--- config.mk ---
export PLATFORM = sky130hd
export DESIGN_NAME = if_id_stage_ctrl
export DESIGN_NICKNAME = d
export VERILOG_FILES = /design/src/rtl/riscv_pipe_pkg.sv /design/src/rtl/pc_reg.sv /design/src/rtl/if_id_stage_ctrl.sv
export SDC_FILE = /design/constraint.sdc
export NUM_CORES = 1
export LEC_CHECK = 0
export CAP_MARGIN = 20
export CORE_UTILIZATION = 35
export CTS_CLUSTER_SIZE = 12
export DETAILED_ROUTE_END_ITERATION = 10
export PLACE_DENSITY_LB_ADDON = 0.3
export SLEW_MARGIN = 20
export SYNTH_ARGS = -nofsm -noshare
export SYNTH_HDL_FRONTEND = slang
export SYNTH_HIERARCHICAL = 1
export SYNTH_SLANG_ARGS = --single-unit
--- constraint.sdc ---
create_clock -name clk_i -period 2.5 [get_ports clk_i]
set_input_delay 0.375 -clock clk_i [delete_from_list [all_inputs] [get_ports clk_i]]
set_output_delay 0.375 -clock clk_i [all_outputs]
set_load 0.03 [all_outputs]
--- src/rtl/riscv_pipe_pkg.sv ---
// Shared pipeline types and constants for the IF/ID stage controller.
package riscv_pipe_pkg;

  localparam int          XLEN      = 32;
  localparam logic [31:0] NOP_INSTR = 32'h0000_0013;

  typedef enum logic {
    S_IDLE = 1'b0,
    S_RUN  = 1'b1
  } state_e;

  typedef struct packed {
    logic [XLEN-1:0] pc;
    logic [31:0]     instr;
    logic            valid;
  } if_id_t;

endpackage

--- src/rtl/pc_reg.sv ---
// Fetch PC register: hold, sequential increment, or word-aligned branch redirect.
module pc_reg
  import riscv_pipe_pkg::*;
#(
  parameter logic [XLEN-1:0] RESET_PC = {XLEN{1'b0}}
) (
  input  logic            clk_i,
  input  logic            rst_i,
  input  logic            run_i,
  input  logic            pc_write_i,
  input  logic            redirect_i,
  input  logic [XLEN-1:0] target_i,
  output logic [XLEN-1:0] pc_o
);

  logic [XLEN-1:0] pc_d;
  logic [XLEN-1:0] pc_q;

  // Next PC; the increment wraps silently at the top of the address space.
  always_comb begin
    pc_d = pc_q;
    if (run_i && pc_write_i) begin
      if (redirect_i) begin
        pc_d = {target_i[XLEN-1:2], 2'b00};
      end else begin
        pc_d = pc_q + XLEN'(4);
      end
    end else begin
      pc_d = pc_q;
    end
  end

  // PC state register.
  always_ff @(posedge clk_i or posedge rst_i) begin
    if (rst_i) begin
      pc_q <= RESET_PC;
    end else begin
      pc_q <= pc_d;
    end
  end

  assign pc_o = pc_q;

endmodule

--- src/rtl/if_id_stage_ctrl.sv ---
// PC and IF/ID register owner applying stall, flush and redirect controls.
// Optional IF_ID_PERF_CNT_EN adds saturating stall/flush event counters.
module if_id_stage_ctrl
  import riscv_pipe_pkg::*;
#(
  parameter logic [XLEN-1:0] RESET_PC = {XLEN{1'b0}}
) (
  input  logic            clk_i,
  input  logic            rst_i,
  input  logic            start_i,
  input  logic            pc_write_i,
  input  logic            if_id_write_i,
  input  logic            if_id_flush_i,
  input  logic [XLEN-1:0] branch_target_i,
  input  logic [31:0]     instr_i,
  output logic [XLEN-1:0] pc_o,
  output logic [XLEN-1:0] if_id_pc_o,
  output logic [31:0]     if_id_instr_o,
  output logic            if_id_valid_o
`ifdef IF_ID_PERF_CNT_EN
  ,
  output logic [31:0]     stall_cnt_o,
  output logic [31:0]     flush_cnt_o
`endif
);

  localparam if_id_t IF_ID_BUBBLE = '{pc: {XLEN{1'b0}}, instr: NOP_INSTR, valid: 1'b0};

  state_e state_d, state_q;
  if_id_t if_id_d, if_id_q;
  logic   run_s;
  logic   stall_s;
  logic   flush_s;

  assign run_s   = (state_q == S_RUN);
  // A stalled cycle drops the flush; the branch resolves again once ID moves.
  assign stall_s = run_s && !if_id_write_i;
  assign flush_s = run_s && if_id_write_i && if_id_flush_i;

  pc_reg #(
    .RESET_PC (RESET_PC)
  ) u_pc_reg (
    .clk_i      (clk_i),
    .rst_i      (rst_i),
    .run_i      (run_s),
    .pc_write_i (pc_write_i),
    .redirect_i (flush_s),
    .target_i   (branch_target_i),
    .pc_o       (pc_o)
  );

  // Sequencing FSM and IF/ID next-state selection.
  always_comb begin
    state_d = state_q;
    if_id_d = if_id_q;
    case (state_q)
      S_IDLE: begin
        if (start_i) begin
          state_d = S_RUN;
        end else begin
          state_d = S_IDLE;
        end
      end
      S_RUN: begin
        if (!if_id_write_i) begin
          if_id_d = if_id_q;
        end else if (if_id_flush_i) begin
          if_id_d = IF_ID_BUBBLE;
        end else begin
          if_id_d = '{pc: pc_o, instr: instr_i, valid: 1'b1};
        end
      end
      default: begin
        state_d = S_IDLE;
        if_id_d = IF_ID_BUBBLE;
      end
    endcase
  end

  // FSM state and IF/ID pipeline register.
  always_ff @(posedge clk_i or posedge rst_i) begin
    if (rst_i) begin
      state_q <= S_IDLE;
      if_id_q <= IF_ID_BUBBLE;
    end else begin
      state_q <= state_d;
      if_id_q <= if_id_d;
    end
  end

  assign if_id_pc_o    = if_id_q.pc;
  assign if_id_instr_o = if_id_q.instr;
  assign if_id_valid_o = if_id_q.valid;

`ifdef IF_ID_PERF_CNT_EN
  logic [31:0] stall_cnt_d, stall_cnt_q;
  logic [31:0] flush_cnt_d, flush_cnt_q;

  // Saturating event counters.
  always_comb begin
    stall_cnt_d = stall_cnt_q;
    flush_cnt_d = flush_cnt_q;
    if (stall_s && (stall_cnt_q != 32'hFFFF_FFFF)) begin
      stall_cnt_d = stall_cnt_q + 32'd1;
    end else begin
      stall_cnt_d = stall_cnt_q;
    end
    if (flush_s && (flush_cnt_q != 32'hFFFF_FFFF)) begin
      flush_cnt_d = flush_cnt_q + 32'd1;
    end else begin
      flush_cnt_d = flush_cnt_q;
    end
  end

  // Counter registers.
  always_ff @(posedge clk_i or posedge rst_i) begin
    if (rst_i) begin
      stall_cnt_q <= 32'd0;
      flush_cnt_q <= 32'd0;
    end else begin
      stall_cnt_q <= stall_cnt_d;
      flush_cnt_q <= flush_cnt_d;
    end
  end

  assign stall_cnt_o = stall_cnt_q;
  assign flush_cnt_o = flush_cnt_q;
`else
  logic unused_s;
  assign unused_s = stall_s;
`endif

endmodule
==> results.txt <==
Die Area: 0.0152 sq mm
clk_lat worst skew: 350 ps
Layout area overhead: 41.2%
vias per cell: 5.20
WL final: 13900 um
root buf cell: clkbuf_16
num ports: 167
Yosys warnings: 6
CP top delay family: simple AND/OR/NAND/NOR gates
core area: 0.0145 sq mm
pre-CTS setup slack: 212 ps
Min Clock Period, post-route: 2130 ps
# diodes: 0
CP max stage cell: nor2_1
CP Capture Type: flip-flop
clk_skew: 10.0 ps
CP Max Fanout: 7
Startpoint Class: flip-flop
final worst slack: 373 ps
Crit path buffers/inverters: 0
port buffer count: 162
maximum VDD drop: 0.306 mV
Syn Std Cell Area: 0.00516 sq mm
crit path DAT: 2360 ps
vias in the first global route: 4166
Net count, final: 688
Req. time, crit path: 2740 ps
DP HPWL: 9810 um
Die Ht: 123 um
most frequent CP cell: nand4_1
Yosys reg bits: 96
CTS tree: done
Max-Cap Viols: 0
async set-reset flop share out of synthesis: 100%
CP peak stage delay: 500 ps
post-detailed-route count of antenna-violating nets: 0
Avg Cell Area, Syn: 11.4 sq um
Chip Width: 123 um
Setup CP Type: reg -> reg
post-CTS setup buffers: 0
gr usage total: 18.5%
Power Density: 716 mW/mm^2
post-synthesis cell count: 454
worst r2r src: u_pc_reg/pc_o[2]
WL/cell: 17.2 um
post-synth cell types: 55
worst hold slack: 408 ps
Post-synth top cells: dfrtp_1 (93), nor2b_1 (63), mux2_4 (59)
largest net degree at the start of global routing: 66
crit-path cells: ha_1, nand4_1, nor2_1, nand4_1, a211o_1
via count: 4188
DP Area: 0.00696 sq mm
initial antenna violation count: 0
Finished Layout Cells: 806
layout cell share with drive strength beyond 1: 18.5%
RSZ-0062 raised after global routing: false
post-cts resize count: 0
sequential element share of the synthesized area: 46.6%
placed cell count: 790
Slew HR: 53.8%
1st-pass router iterations: 4
H-tree depth: 3
violation count after the first detailed-route iteration: 235
Synth top area share: 45.1%
worst hold path type: in -> async
DRC viols: 0
initial core utilization: 35.7%
actual slew at the worst max-slew pin: 691 ps
RD Place Congestion: 0.835
Layout fillers: 1274
cell with the most instances after synthesis: dfrtp_1
Register Area: 0.00241 sq mm
gr ovfl total: 0
clk sink count: 96
fin. max-slew vios: 0
Layout Utilization: 50.3%
static leakage: 3.13 nW
CTS max path bufs: 2
Synth Flop Type: dfrtp_1
setup_tns: 0 ps
setup violators final: 0
final hold violation count: 0
Post-synth EDFFs: 0
Power Total: 5.22 mW
TritonCTS buffer count: 9
Worst-path clk slew: 70 ps
Area contributors post-synth: dfrtp_1 (45%), mux2_4 (17%), nor2b_1 (7.6%)
Final period util: 85.1%
FP Rows: 44
hold buffers post-CTS: 0
Final Cell Area: 0.00729 sq mm
Crit. Startpoint: u_pc_reg/pc_o[2]
multi-input combinational cell area: 0.00248 sq mm
FMAX: 470 MHz
status: finished clean
first-pass GRT wire length: 21500 um
top cell type by total area after synthesis: dfrtp_1
==> worst paths after layout <==
| path | end | slack [ps] | depth (start not counted) |
|---|---|---|---|
| max | u_pc_reg/pc_o[30] | 370 | 5 |
| min | if_id_pc_o[4] | 410 | 2 |
| min reg2reg | if_id_instr_o[26] | 510 | 1 |
| min in group clk_i | if_id_instr_o[26] | 510 | 1 |
| max reg2reg | u_pc_reg/pc_o[30] | 370 | 5 |
| max in group asynchronous | if_id_pc_o[17] | 1360 | 4 |
==> area by class of cell <==
type,instances,share of cell area [%]
Clock buffer,10,3.28
Clock inverter,6,1.24
Inverter,8,0.412
Multi-Input combinational cell,319,34.1
Sequential cell,96,33.0
Tap cell,184,3.16
Timing Repair Buffer,183,24.9
==> flip-flops by register name, indices dropped and copies added, names as in the netlist <==
signal,flops
if_id_pc_o,32
run_s,1
u_pc_reg/pc_o,30
if_id_valid_o,1
if_id_instr_o,32
==> cell families after synthesis <==
kind of cell	synth area share, %
AOI/OAI and AO/OA	9.72
adders and majority gates	0.242
buffers and inverters	5.52
DFF	46.6
muxes	18.8
other	0.0726
and+or+nand+nor	19.1
==> report_power, final <==
group | leakage (nW) | internal [mW] | switching [mW] | total, mW
sequential | 1.17 | 1.77 | 0.240 | 2.01
clock | 0.159 | 0.910 | 0.614 | 1.52
combinational | 1.80 | 0.812 | 0.867 | 1.68
==> layout by cell type (no fill, tap or decap), types with 4 or more instances in the layout <==
cell / netlist / routed
nor2_1: 16 / 16
buf_4: 4 / 18
nand4_1: 12 / 12
nand2_1: 21 / 21
o22a_1: 4 / 4
clkbuf_16: 0 / 9
clkdlybuf4s50_1: 0 / 161
nor2b_1: 63 / 63
o21ai_0: 15 / 15
a31oi_1: 6 / 6
mux2i_1: 6 / 6
a2bb2oi_1: 5 / 5
and2_1: 4 / 4
inv_1: 7 / 6
nand3_1: 23 / 23
a21oi_1: 28 / 28
nor3_1: 5 / 5
mux2_4: 59 / 59
dfrtp_1: 93 / 93
o22ai_1: 6 / 6
==> per-layer routing <==
metal	track usage, %	share of wire, %	vias to the layer above
li1	-	-	1946
met1	24.7	45	2046
met2	29.7	46	180
met3	3.32	7.0	16
met4	7.23	1.4	0
met5	0	0	-
No activity file was read; power rests on OpenSTA's default activity.
==> variant 1 (same settings) <==
Build with the macro `IF_ID_PERF_CNT_EN` defined.
--- a/src/rtl/if_id_stage_ctrl.sv
+++ b/src/rtl/if_id_stage_ctrl.sv
@@ -2,2 +2,4 @@
 // Optional IF_ID_PERF_CNT_EN adds saturating stall/flush event counters.
+`define IF_ID_PERF_CNT_EN
+
 module if_id_stage_ctrl
Formal check against the unedited RTL (old outputs only; new: flush_cnt_o and stall_cnt_o): equivalent (Yosys induction, for registers that start in step).
==> variant 1 against the unedited design <==
Synthesized area rose by 51%; worst setup slack lost 0.040 ns; wire length grew 59%; maximum frequency shrank 1.9%; final area rose by 53%; first-iteration DRC count rose by 78%; sequential cell count increased by 64; power is 58% higher; via count grew 62%; combinational power grew 26%; largest power group unchanged.
==> variant 1: results (changes against the unedited design) <==
* 1st-iter DRT viols at 418 (was 235)
* FF-to-FF path depth at 6 (was 5)
* P_int at 5530 uW (was 3500 uW)
* I/O Buffers at 226 (was 162)
* Worst path arrival time at 2.51 ns (was 2.36 ns)
* Measured slew at the worst slew-check pin at 0.618 ns (was 0.691 ns)
* Vias in the first global route at 6291 (was 4166)
* Pleak at 0.00467 uW (was 0.00313 uW)
* Worst R2R Start: run_s$_DFF_PP0_ (was u_pc_reg/pc_o[2]$_DFFE_PP0P_)
* Max incr delay on CP at 0.53 ns (was 0.50 ns)
* Hold slack at 0.475 ns (was 0.408 ns)
* Largest net degree at the start of global routing at 77 (was 66)
* Ratio of cells with drive above 1 in the final layout at 0.0821 (was 0.185)
* Status: finished, final reports clean (unchanged)
* Global Route Usage Sum at 0.195 (was 0.185)
* CP max stage cell: dfrtp_1 (was nor2_1)
* Vias at 6783 (was 4188)
* Clock latency at the later pin of the worst-skew pair at 0.42 ns (was 0.35 ns)
* DR pass1 iterations at 5 (was 4)
* Synth top area cells: dfrtp_1, nand2_1, o21ai_0 (was dfrtp_1, mux2_4, nor2b_1)
* Unique masters post-synth at 62 (was 55)
* Final Skew at 0.0100 ns (about the same)
* Drt total wl at 22000 um (was 13900 um)
* Register area share after synthesis at 0.515 (was 0.466)
* Worst reg2reg setup slack at 0.33 ns (was 0.37 ns)
* Fillers at 2038 (was 1274)
* First-pass GRT wire length at 34500 um (was 21500 um)
* Commonest cells in the netlist: dfrtp_1, nand2_1, o21ai_0 (was dfrtp_1, nor2b_1, mux2_4)
* Total CTS buffers at 17 (was 9)
* HPWL Detailed at 15900 um (was 9810 um)
* Avg Cell Area, Syn at 9.57 sq um (was 11.4 sq um)
* Capturing point of the worst reg2reg path: flush_cnt_o[15]$_DFFE_PP0P_ (was u_pc_reg/pc_o[30]$_DFFE_PP0P_)
* Nets@finish at 1120 (was 688)
* RePlAce Congestion at 0.856 (was 0.835)
* Tcrit/Tclk final at 0.867 (was 0.851)
* H-tree depth at 4 (was 3)
* Post_cts resized at 0 (unchanged)
* Final Non-Filler Cells at 1341 (was 806)
* Worst slack at placement at 0.105 ns (was 0.212 ns)
[variant 1: cell count changes after synthesis, sizes merged, moves of 12 or more]
cell	unedited run	this run
and3	4	16
xnor2	0	34
dfrtp	93	157
nor2b	63	4
nand3	24	51
nor3	6	18
o21ai	15	81
mux2	61	6
xor2	0	21
nand2b	1	64
clkbuf	12	33
nor2	17	35
nand2	22	114
nand4	13	37
[variant 1: cell type report]
cell class                      count  area [sq um]  share of cell area
Multi-Input combinational cell    603          3580               0.321
Sequential cell                   160          4010               0.360
Clock inverter                     13           201              0.0181
Timing Repair Buffer              256          2510               0.225
Antenna cell                        1          2.50            0.000225
Inverter                            9          37.5             0.00337
Clock buffer                       19           443              0.0398
Tap cell                          280           350              0.0315
[variant 1: logic make-up (layout without fill, tap and decap cells)]
logic type | count (synthesis) | count (layout) | share of synthesized area
adder cells (fa/ha/maj) | 3 | 3 | 0.00482
buffers and inverters | 51 | 297 | 0.0270
flip-flops | 160 | 160 | 0.515
AO/OA/AOI/OAI | 149 | 149 | 0.111
XOR/XNOR | 55 | 55 | 0.0619
AND/OR/NAND/NOR | 382 | 382 | 0.264
multiplexers | 12 | 12 | 0.0164
other | 1 | 3 | 0.000482
[variant 1: per-layer routing]
layer	share of wire	global-route usage
met1	0.45	0.267
met2	0.49	0.309
met3	0.043	0.0346
met4	0.017	0.0690
met5	0	0
[variant 1: power groups by stage]
| stage | combinational (uW) | sequential [uW] | clock (uW) |
|---|---|---|---|
| global placement | 2110 | 3290 | 0 |
| global route | 2270 | 3310 | 3040 |
| floorplan | 576 | 3830 | 0 |
| detailed placement | 2140 | 3300 | 0 |
| finish | 2120 | 3250 | 2860 |
| CTS | 2140 | 3250 | 2940 |
==> variant 2 (config.mk and constraints unchanged) <==
Made on the original files. Register the outputs `if_id_pc_o`, `if_id_instr_o` and `if_id_valid_o`, without a reset; this adds one clock of latency there. The other outputs are not delayed to match.
--- a/src/rtl/if_id_stage_ctrl.sv
+++ b/src/rtl/if_id_stage_ctrl.sv
@@ -90,5 +90,7 @@
 
-  assign if_id_pc_o    = if_id_q.pc;
-  assign if_id_instr_o = if_id_q.instr;
-  assign if_id_valid_o = if_id_q.valid;
+  always_ff @(posedge clk_i) begin
+    if_id_pc_o    <= if_id_q.pc;
+    if_id_instr_o <= if_id_q.instr;
+    if_id_valid_o <= if_id_q.valid;
+  end
 
Behaviour: not the same (Yosys sat finds a counterexample within 4 cycles, from zero or initial values and one cycle with rst_i high).
==> variant 2 against the unedited design <==
Synthesized cell count increased by 14%; worst setup slack got worse by 0.082 ns; power increased by 45%; sequential cell count increased by 65; synthesized area increased by 25%; critical path depth unchanged; final area increased by 22%; global-route usage decreased by 1.5 points; wire length increased by 14%; critical endpoint unchanged; largest power group unchanged; highest routed layer unchanged.
==> variant 2: results (changes against the unedited design) <==
* Status: finished, final reports clean (unchanged)
* CTS clk-pin slew, worst paths at 0.06 ns
* Peak supply drop at 0.443 mV (was 0.306 mV)
* Routed wl met2 at 7500 um (was 6440 um)
* Vias per inst at 4.93 (was 5.20)
* Ratio of cells with drive above 1 in the final layout at 0.183 (was 0.185)
* Unique masters post-synth at 56 (was 55)
* Commonest cells in the netlist: dfrtp_1, dfxtp_1, nor2b_1 (was dfrtp_1, nor2b_1, mux2_4)
* Grt met3 use at 0.0479 (was 0.0332)
* First-pass GRT wire length at 24400 um (was 21500 um)
* Largest family of logic cells by synthesized area: simple AND/OR/NAND/NOR gates (unchanged)
* Comb pwr share at 0.226 (was 0.322)
* Worst reg2reg setup slack at 0.29 ns (was 0.37 ns)
* Async S/R FF share, synth at 0.596 (was 1.00)
* Worst R2R Start: u_pc_reg/pc_o[2]$_DFFE_PP0P_ (unchanged)
* Post-synthesis mux area share at 0.150 (was 0.188)
* Global Route Usage Sum at 0.171 (was 0.185)
* Worst path arrival time at 2.51 ns (was 2.36 ns)
* Drt wl/cell at 17.0 um (was 17.2 um)
* Register area share after synthesis at 0.573 (was 0.466)
* Max incr delay on CP at 0.54 ns (was 0.50 ns)
* CTS max path bufs at 2 (unchanged)
* Seq power at 3210 uW (was 2010 uW)
* Total CTS buffers at 17 (was 9)
* GRT met2 Usage at 0.267 (was 0.297)
* HPWL Detailed at 10800 um (was 9810 um)
* Switching portion of total power at 0.294 (was 0.330)
* Adder-cell share of the synthesized area at 0.00194 (was 0.00242)
* Met1 Routed Length at 7040 um (was 6240 um)
* 1st-iter DRT viols at 254 (was 235)
* WL met3 at 1010 um (was 973 um)
* CP max stage cell: nor2_1 (unchanged)
* Placed cell area at 8300 sq um (was 6960 sq um)
* Clock latency at the later pin of the worst-skew pair at 0.42 ns (was 0.35 ns)
* RePlAce Congestion at 0.793 (was 0.835)
* Measured slew at the worst slew-check pin at 0.751 ns (was 0.691 ns)
* Fillers at 1605 (was 1274)
* Nets@finish at 759 (was 688)
* Final Skew at 0.00968 ns (was 0.0100 ns)
* Vias in the first global route at 4489 (was 4166)
* Pleak at 0.00379 uW (was 0.00313 uW)
* Synth top area cells: dfrtp_1, dfxtp_1, mux2_4 (was dfrtp_1, mux2_4, nor2b_1)
* H-tree depth at 4 (was 3)
* Xor and xnor area share after synthesis at 0 (unchanged)
* M1 GR Usage at 0.220 (was 0.247)
* Reg with most FFs: if_id_q
* Compound-cell area share of the yosys netlist at 0.0776 (was 0.0972)
[variant 2: worst reg2reg max path: stages, from the launching register on]
cell	delay, ns
dfrtp_1	0.45
ha_1	0.26
nand4_1	0.28
nor2_1	0.54
nand4_1	0.22
a211o_1	0.34
[variant 2: final cells by class]
type,instances,area [sq um],area share
sequential,161,3710,0.416
inverter,8,31.3,0.00351
tap,229,287,0.0321
multi-input combinational,319,2480,0.279
clock inverter,14,179,0.0201
timing repair buffer,181,1800,0.202
clock buffer,18,429,0.0482
[variant 2: metrics by stage]
stage / power (uW) / setup WS (ns) / hold WS [ns] / cells / util
2_1_floorplan: 4220 / 0.475 / 0.342 / 520 / -
3_3_place_gp: 4930 / 0.277 / 0.346 / 898 / 0.461
3_5_place_dp: 4970 / 0.247 / 0.355 / 898 / 0.461
4_1_cts: 7660 / 0.331 / 0.327 / 930 / 0.494
5_1_grt: 7920 / 0.101 / 0.341 / 930 / 0.494
6_report: 7580 / 0.291 / 0.319 / 930 / 0.494
